--- src/rtl/muldiv_ctrl.sv ---
// muldiv_ctrl: sequences the iterative multiply/divide units and owns the architectural HI/LO registers.
// Latency: op sampled at edge N -> CLEAR(1) + RUN(CYCLES) + WRITE(1) busy cycles; HI/LO update on the edge leaving WRITE.
// Backpressure: busy stays high for the whole operation; new ops and HI/LO writes are dropped while busy.

module muldiv_ctrl #(
   parameter int MULT_CYCLES = 33,
   parameter int DIV_CYCLES  = 33,
   parameter int CNT_W       = 6
) (
   input  logic        clk,
   input  logic        reset,
   input  logic        op_mult,
   input  logic        op_div,
   input  logic [31:0] div_b,
   input  logic        hi_we,
   input  logic        lo_we,
   input  logic [31:0] wdata,
   input  logic [31:0] mult_hi,
   input  logic [31:0] mult_lo,
   input  logic [31:0] div_hi,
   input  logic [31:0] div_lo,
   output logic        mult_rst,
   output logic        mult_init,
   output logic        div_rst,
   output logic        div_init,
   output logic [31:0] hi_out,
   output logic [31:0] lo_out,
   output logic        busy,
   output logic        done,
   output logic        div_zero
);

   // Sequencer states
   localparam logic [1:0] S_IDLE  = 2'd0;
   localparam logic [1:0] S_CLEAR = 2'd1;
   localparam logic [1:0] S_RUN   = 2'd2;
   localparam logic [1:0] S_WRITE = 2'd3;

   // Operation select
   localparam logic SEL_MUL = 1'b0;
   localparam logic SEL_DIV = 1'b1;

   // Last counter value seen in RUN for each unit
   localparam logic [CNT_W-1:0] MULT_LAST = CNT_W'(MULT_CYCLES - 1);
   localparam logic [CNT_W-1:0] DIV_LAST  = CNT_W'(DIV_CYCLES - 1);

   // The counter must be able to hold the largest terminal value without wrapping
   generate
      if (((1 << CNT_W) <= MULT_CYCLES) || ((1 << CNT_W) <= DIV_CYCLES)) begin : g_bad_cnt_w
         $error("muldiv_ctrl: CNT_W too small for MULT_CYCLES/DIV_CYCLES");
      end
   endgenerate

   logic [1:0]       state_q, state_d;
   logic             sel_q, sel_d;
   logic [CNT_W-1:0] cnt_q, cnt_d;
   logic [31:0]      hi_q, hi_d;
   logic [31:0]      lo_q, lo_d;
   logic             mult_rst_q, mult_rst_d;
   logic             mult_init_q, mult_init_d;
   logic             div_rst_q, div_rst_d;
   logic             div_init_q, div_init_d;
   logic             busy_q, busy_d;
   logic             done_q, done_d;
   logic             div_zero_q, div_zero_d;
   logic [CNT_W-1:0] run_last;
   logic             divisor_zero;

   assign run_last     = (sel_q == SEL_DIV) ? DIV_LAST : MULT_LAST;
   assign divisor_zero = (div_b == 32'd0);

   // Next-state, op select and divide-by-zero detection; multiply wins over divide
   always_comb begin
      state_d    = state_q;
      sel_d      = sel_q;
      div_zero_d = 1'b0;
      case (state_q)
         S_IDLE: begin
            if (op_mult) begin
               sel_d   = SEL_MUL;
               state_d = S_CLEAR;
            end else if (op_div) begin
               if (divisor_zero) begin
                  div_zero_d = 1'b1;
               end else begin
                  sel_d   = SEL_DIV;
                  state_d = S_CLEAR;
               end
            end
         end
         S_CLEAR: begin
            state_d = S_RUN;
         end
         S_RUN: begin
            if (cnt_q == run_last) begin
               state_d = S_WRITE;
            end
         end
         S_WRITE: begin
            state_d = S_IDLE;
         end
         default: begin
            state_d = S_IDLE;
         end
      endcase
   end

   // Iteration counter: cleared in CLEAR, counts every RUN cycle, exits before it can wrap
   always_comb begin
      cnt_d = cnt_q;
      if (state_q == S_CLEAR) begin
         cnt_d = '0;
      end else if (state_q == S_RUN) begin
         cnt_d = cnt_q + CNT_W'(1);
      end
   end

   // HI/LO: direct writes only when idle; the selected unit's result is captured in WRITE
   always_comb begin
      hi_d = hi_q;
      lo_d = lo_q;
      if (state_q == S_IDLE) begin
         if (hi_we) begin
            hi_d = wdata;
         end
         if (lo_we) begin
            lo_d = wdata;
         end
      end else if (state_q == S_WRITE) begin
         hi_d = (sel_q == SEL_DIV) ? div_hi : mult_hi;
         lo_d = (sel_q == SEL_DIV) ? div_lo : mult_lo;
      end
   end

   // Unit controls and status decoded from the next state so they are registered
   always_comb begin
      mult_rst_d  = (state_d == S_CLEAR) && (sel_d == SEL_MUL);
      mult_init_d = (state_d == S_RUN)   && (sel_d == SEL_MUL);
      div_rst_d   = (state_d == S_CLEAR) && (sel_d == SEL_DIV);
      div_init_d  = (state_d == S_RUN)   && (sel_d == SEL_DIV);
      busy_d      = (state_d != S_IDLE);
      done_d      = (state_d == S_WRITE);
   end

   // State and datapath registers; reset aborts any operation without a unit clear pulse
   always_ff @(posedge clk or posedge reset) begin
      if (reset) begin
         state_q     <= S_IDLE;
         sel_q       <= SEL_MUL;
         cnt_q       <= '0;
         hi_q        <= 32'd0;
         lo_q        <= 32'd0;
         mult_rst_q  <= 1'b0;
         mult_init_q <= 1'b0;
         div_rst_q   <= 1'b0;
         div_init_q  <= 1'b0;
         busy_q      <= 1'b0;
         done_q      <= 1'b0;
         div_zero_q  <= 1'b0;
      end else begin
         state_q     <= state_d;
         sel_q       <= sel_d;
         cnt_q       <= cnt_d;
         hi_q        <= hi_d;
         lo_q        <= lo_d;
         mult_rst_q  <= mult_rst_d;
         mult_init_q <= mult_init_d;
         div_rst_q   <= div_rst_d;
         div_init_q  <= div_init_d;
         busy_q      <= busy_d;
         done_q      <= done_d;
         div_zero_q  <= div_zero_d;
      end
   end

   assign mult_rst  = mult_rst_q;
   assign mult_init = mult_init_q;
   assign div_rst   = div_rst_q;
   assign div_init  = div_init_q;
   assign hi_out    = hi_q;
   assign lo_out    = lo_q;
   assign busy      = busy_q;
   assign done      = done_q;
   assign div_zero  = div_zero_q;

endmodule

--- config.mk ---
export PLATFORM = sky130hd
export DESIGN_NAME = muldiv_ctrl
export DESIGN_NICKNAME = d
export VERILOG_FILES = /design/src/rtl/muldiv_ctrl.sv
export SDC_FILE = /design/constraint.sdc
export NUM_CORES = 1
export LEC_CHECK = 0
export CAP_MARGIN = 40
export CELL_PAD_IN_SITES_DETAIL_PLACEMENT = 0
export CELL_PAD_IN_SITES_GLOBAL_PLACEMENT = 1
export CORE_MARGIN = 2
export CORE_UTILIZATION = 27
export DETAILED_ROUTE_END_ITERATION = 16
export HOLD_SLACK_MARGIN = 0.12
export PLACE_DENSITY = 0.81
export SYNTH_ARGS = -nofsm -noshare
export SYNTH_HDL_FRONTEND = slang
export SYNTH_SLANG_ARGS = --single-unit
export TNS_END_PERCENT = 1
--- constraint.sdc ---
create_clock -name clk -period 3.65 [get_ports clk]
set_clock_uncertainty 0.1 [all_clocks]
set_input_delay 1.095 -clock clk [delete_from_list [all_inputs] [get_ports clk]]
set_output_delay 1.095 -clock clk [all_outputs]
set_load 0.05 [all_outputs]
==> impl_metrics.yaml <==
outcome:
  status: "finished clean"
global_route:
  gr-max-usage-layer: "met2"
  use_met3_pct: 3.96
  antenna_found_initial: 1
  grt_usage_pct: 16.9
  met1_usage_pct: 20.4
  grt_pass1_wl_microns: 23700
  grt_max_degree: 82
  grt_pass1_vias: 4546
  grt_use_met2_pct: 29.5
  gr-total-overflow: 0
drt:
  drc: 0
  wl_microns: 15100
  dr.pass1.iters: 4
  num_vias: 4483
  ant_nets: 0
  vias_per_cell: 4.72
  drt_iter0_markers: 243
  wl_per_cell_microns: 15.9
clocking:
  post_cts_buffers: 0
  cts-hold-fix-buffers: 0
  clockBufferDepth: 2
  tritoncts: "yes"
  ctsRootBufferMaster: "clkbuf_16"
  numCtsBuffers: 9
  cts.sinks: 80
  post_cts_resized: 0
  clk_pin_slew_ps: 60
  clk-insertion-delay-late_ps: 330
  htreeDepth: 3
critical_path:
  critPathMaxFanout: 2
  cp-end-kind: "output port"
  critPathSlowestCell: "clkdlybuf4s50_1"
  cp.required_ps: 2450
  worstPathCellList: "clkdlybuf4s50_1"
  worst_ep_arrival_time_ps: 1540
  critical_path.max_stage_delay_ps: 860
  critPathLaunchType: "register"
  cp_top_family: "buffers and inverters"
  crit_type: "reg2out"
  path_buf_inv: 1
sta:
  setup_viol: 0
  final.period_utilization_pct: 74.9
  totalNegativeSetupSlack_ps: 0
  worstMarginPinSlew_ps: 823
  fin_crit_ps: 2730
  max_slew_margin_pct: 45.2
  rsz0062_at_grt: "false"
  hold_violations: 0
  layout_setup_ws_ps: 916
  final_max_slew_viol_count: 0
  fmax_mhz: 366
die:
  num_rows: 47
  io_pins: 269
  core_sq_um: 16500
  die_w_microns: 133
  die-area_sq_um: 17800
  die_h_microns: 133
  start_util_pct: 27.4
logic_synthesis:
  yosys_most_used_dff: "dfrtp_1"
  syn_nets: 679
  seq_area_frac_synth_pct: 44.3
  synth_top_area_share_pct: 44.3
  syn_area_sq_um: 4510
  synth_area_leader_cell: "dfrtp_1"
  ys_types: 38
  yosys_warnings: 0
  synth_area_leaders: "dfrtp_1, nor2b_1, o31ai_1"
  async_flop_share_pct: 100
  syn_area_per_cell_sq_um: 9.50
  synthCells: 475
  synth_edf_count: 0
  yosys_register_bits: 80
flow_run:
  maxCapViolations: 0
placed_design:
  post-place-ws_ps: 747
  placed_cells: 932
  portBuffers: 268
  gp_congestion: 0.813
  dp_hpwl_microns: 11600
cells_and_area:
  drive_gt1_share_pct: 5.63
  syn_to_final_growth_pct: 71.3
  mostFrequentLayoutCell: "clkdlybuf4s50_1"
  most-common-layout-cells: "clkdlybuf4s50_1, nor2b_1, dfrtp_1"
  fin_util_pct: 47.0
  final_cells: 949
  nets: 927
power:
  total_power_mw: 7.11
  power_density_nw_per_um2: 920
  irDropWorstVdd_mv: 0.489
  power_leakage_nw: 3.00
hold_path:
  hold_class: "reg2reg"
## registers in the layout, summed over array words and instances, names as in the netlist
name,count
done,1
busy,1
div_init,1
cnt_q,6
state_q,2
mult_init,1
hi_out,32
sel_q,1
div_rst,1
mult_rst,1
lo_out,32
div_zero,1
## report_power, final
part           leakage (nW)  switching (mW)  internal, mW
registers             0.987           0.367          1.33
clock network         0.160           0.353         0.636
logic                  1.86            2.82          1.61
total                  3.00            3.54          3.57
## worst min-delay path: stages (launching register included)
cell	delay, ps
dfrtp_1	340
nand2_1	50
o31ai_1	50
## routing by layer
layer	part of all wire [%]	wire [microns]
met5	0	0
met4	2.3	345
met3	7.5	1130
met2	50	7580
met1	40	6060
## final cells by class
cell class	instances	area (sq um)
timing repair buffer	275	2760
antenna	1	2.50
inverter	9	40.0
multi-input combinational	348	2320
clock inverter	3	65.1
tap	220	275
clock buffer	13	260
sequential	80	2010
fill	1514	8730
## cells by family (layout without fill, tap and decap cells)
kind of cell / after synthesis / in the layout / synth area share, %
compound gates: 146 / 146 / 24.7
xor+xnor: 2 / 2 / 0.388
fa+ha+maj: 6 / 6 / 1.66
buf+inv: 47 / 300 / 4.77
flops: 80 / 80 / 44.3
other cells: 0 / 1 / 0
simple gates: 194 / 194 / 24.2
## per-stage QoR
stage | hold WS [ps] | cell area (sq um)
finish | 373 | 7730
global route | 396 | 7730
CTS | 379 | 7730
detailed placement | 366 | 7410
global placement | 360 | 7410
floorplan | 416 | 4510
## final timing paths
kind	slack, ps	start	cells past startpoint	end
min reg2reg	370	hi_out[9]$_DFFE_PP0P_	2	hi_out[9]$_DFFE_PP0P_
min	370	hi_out[9]$_DFFE_PP0P_	2	hi_out[9]$_DFFE_PP0P_
max in group asynchronous	1670	reset	3	hi_out[25]$_DFFE_PP0P_
max reg2reg	1310	state_q[0]$_DFF_PP0_	6	hi_out[0]$_DFFE_PP0P_
max	920	hi_out[18]$_DFFE_PP0P_	1	hi_out[18]
min in group asynchronous	1080	reset	2	hi_out[20]$_DFFE_PP0P_
## Yosys cell counts, types with 3 or more instances
cell       n
ha_1       6
inv_1      8
nor2b_1   98
buf_2     15
a211oi_1  64
a21oi_1    3
o31ai_1   65
nor4_2     4
dfrtp_1   80
nor4_1     5
o21ai_0    4
clkbuf_1  20
a21oi_2    3
nand2_1   70
Power figures use the tool's default switching activity.
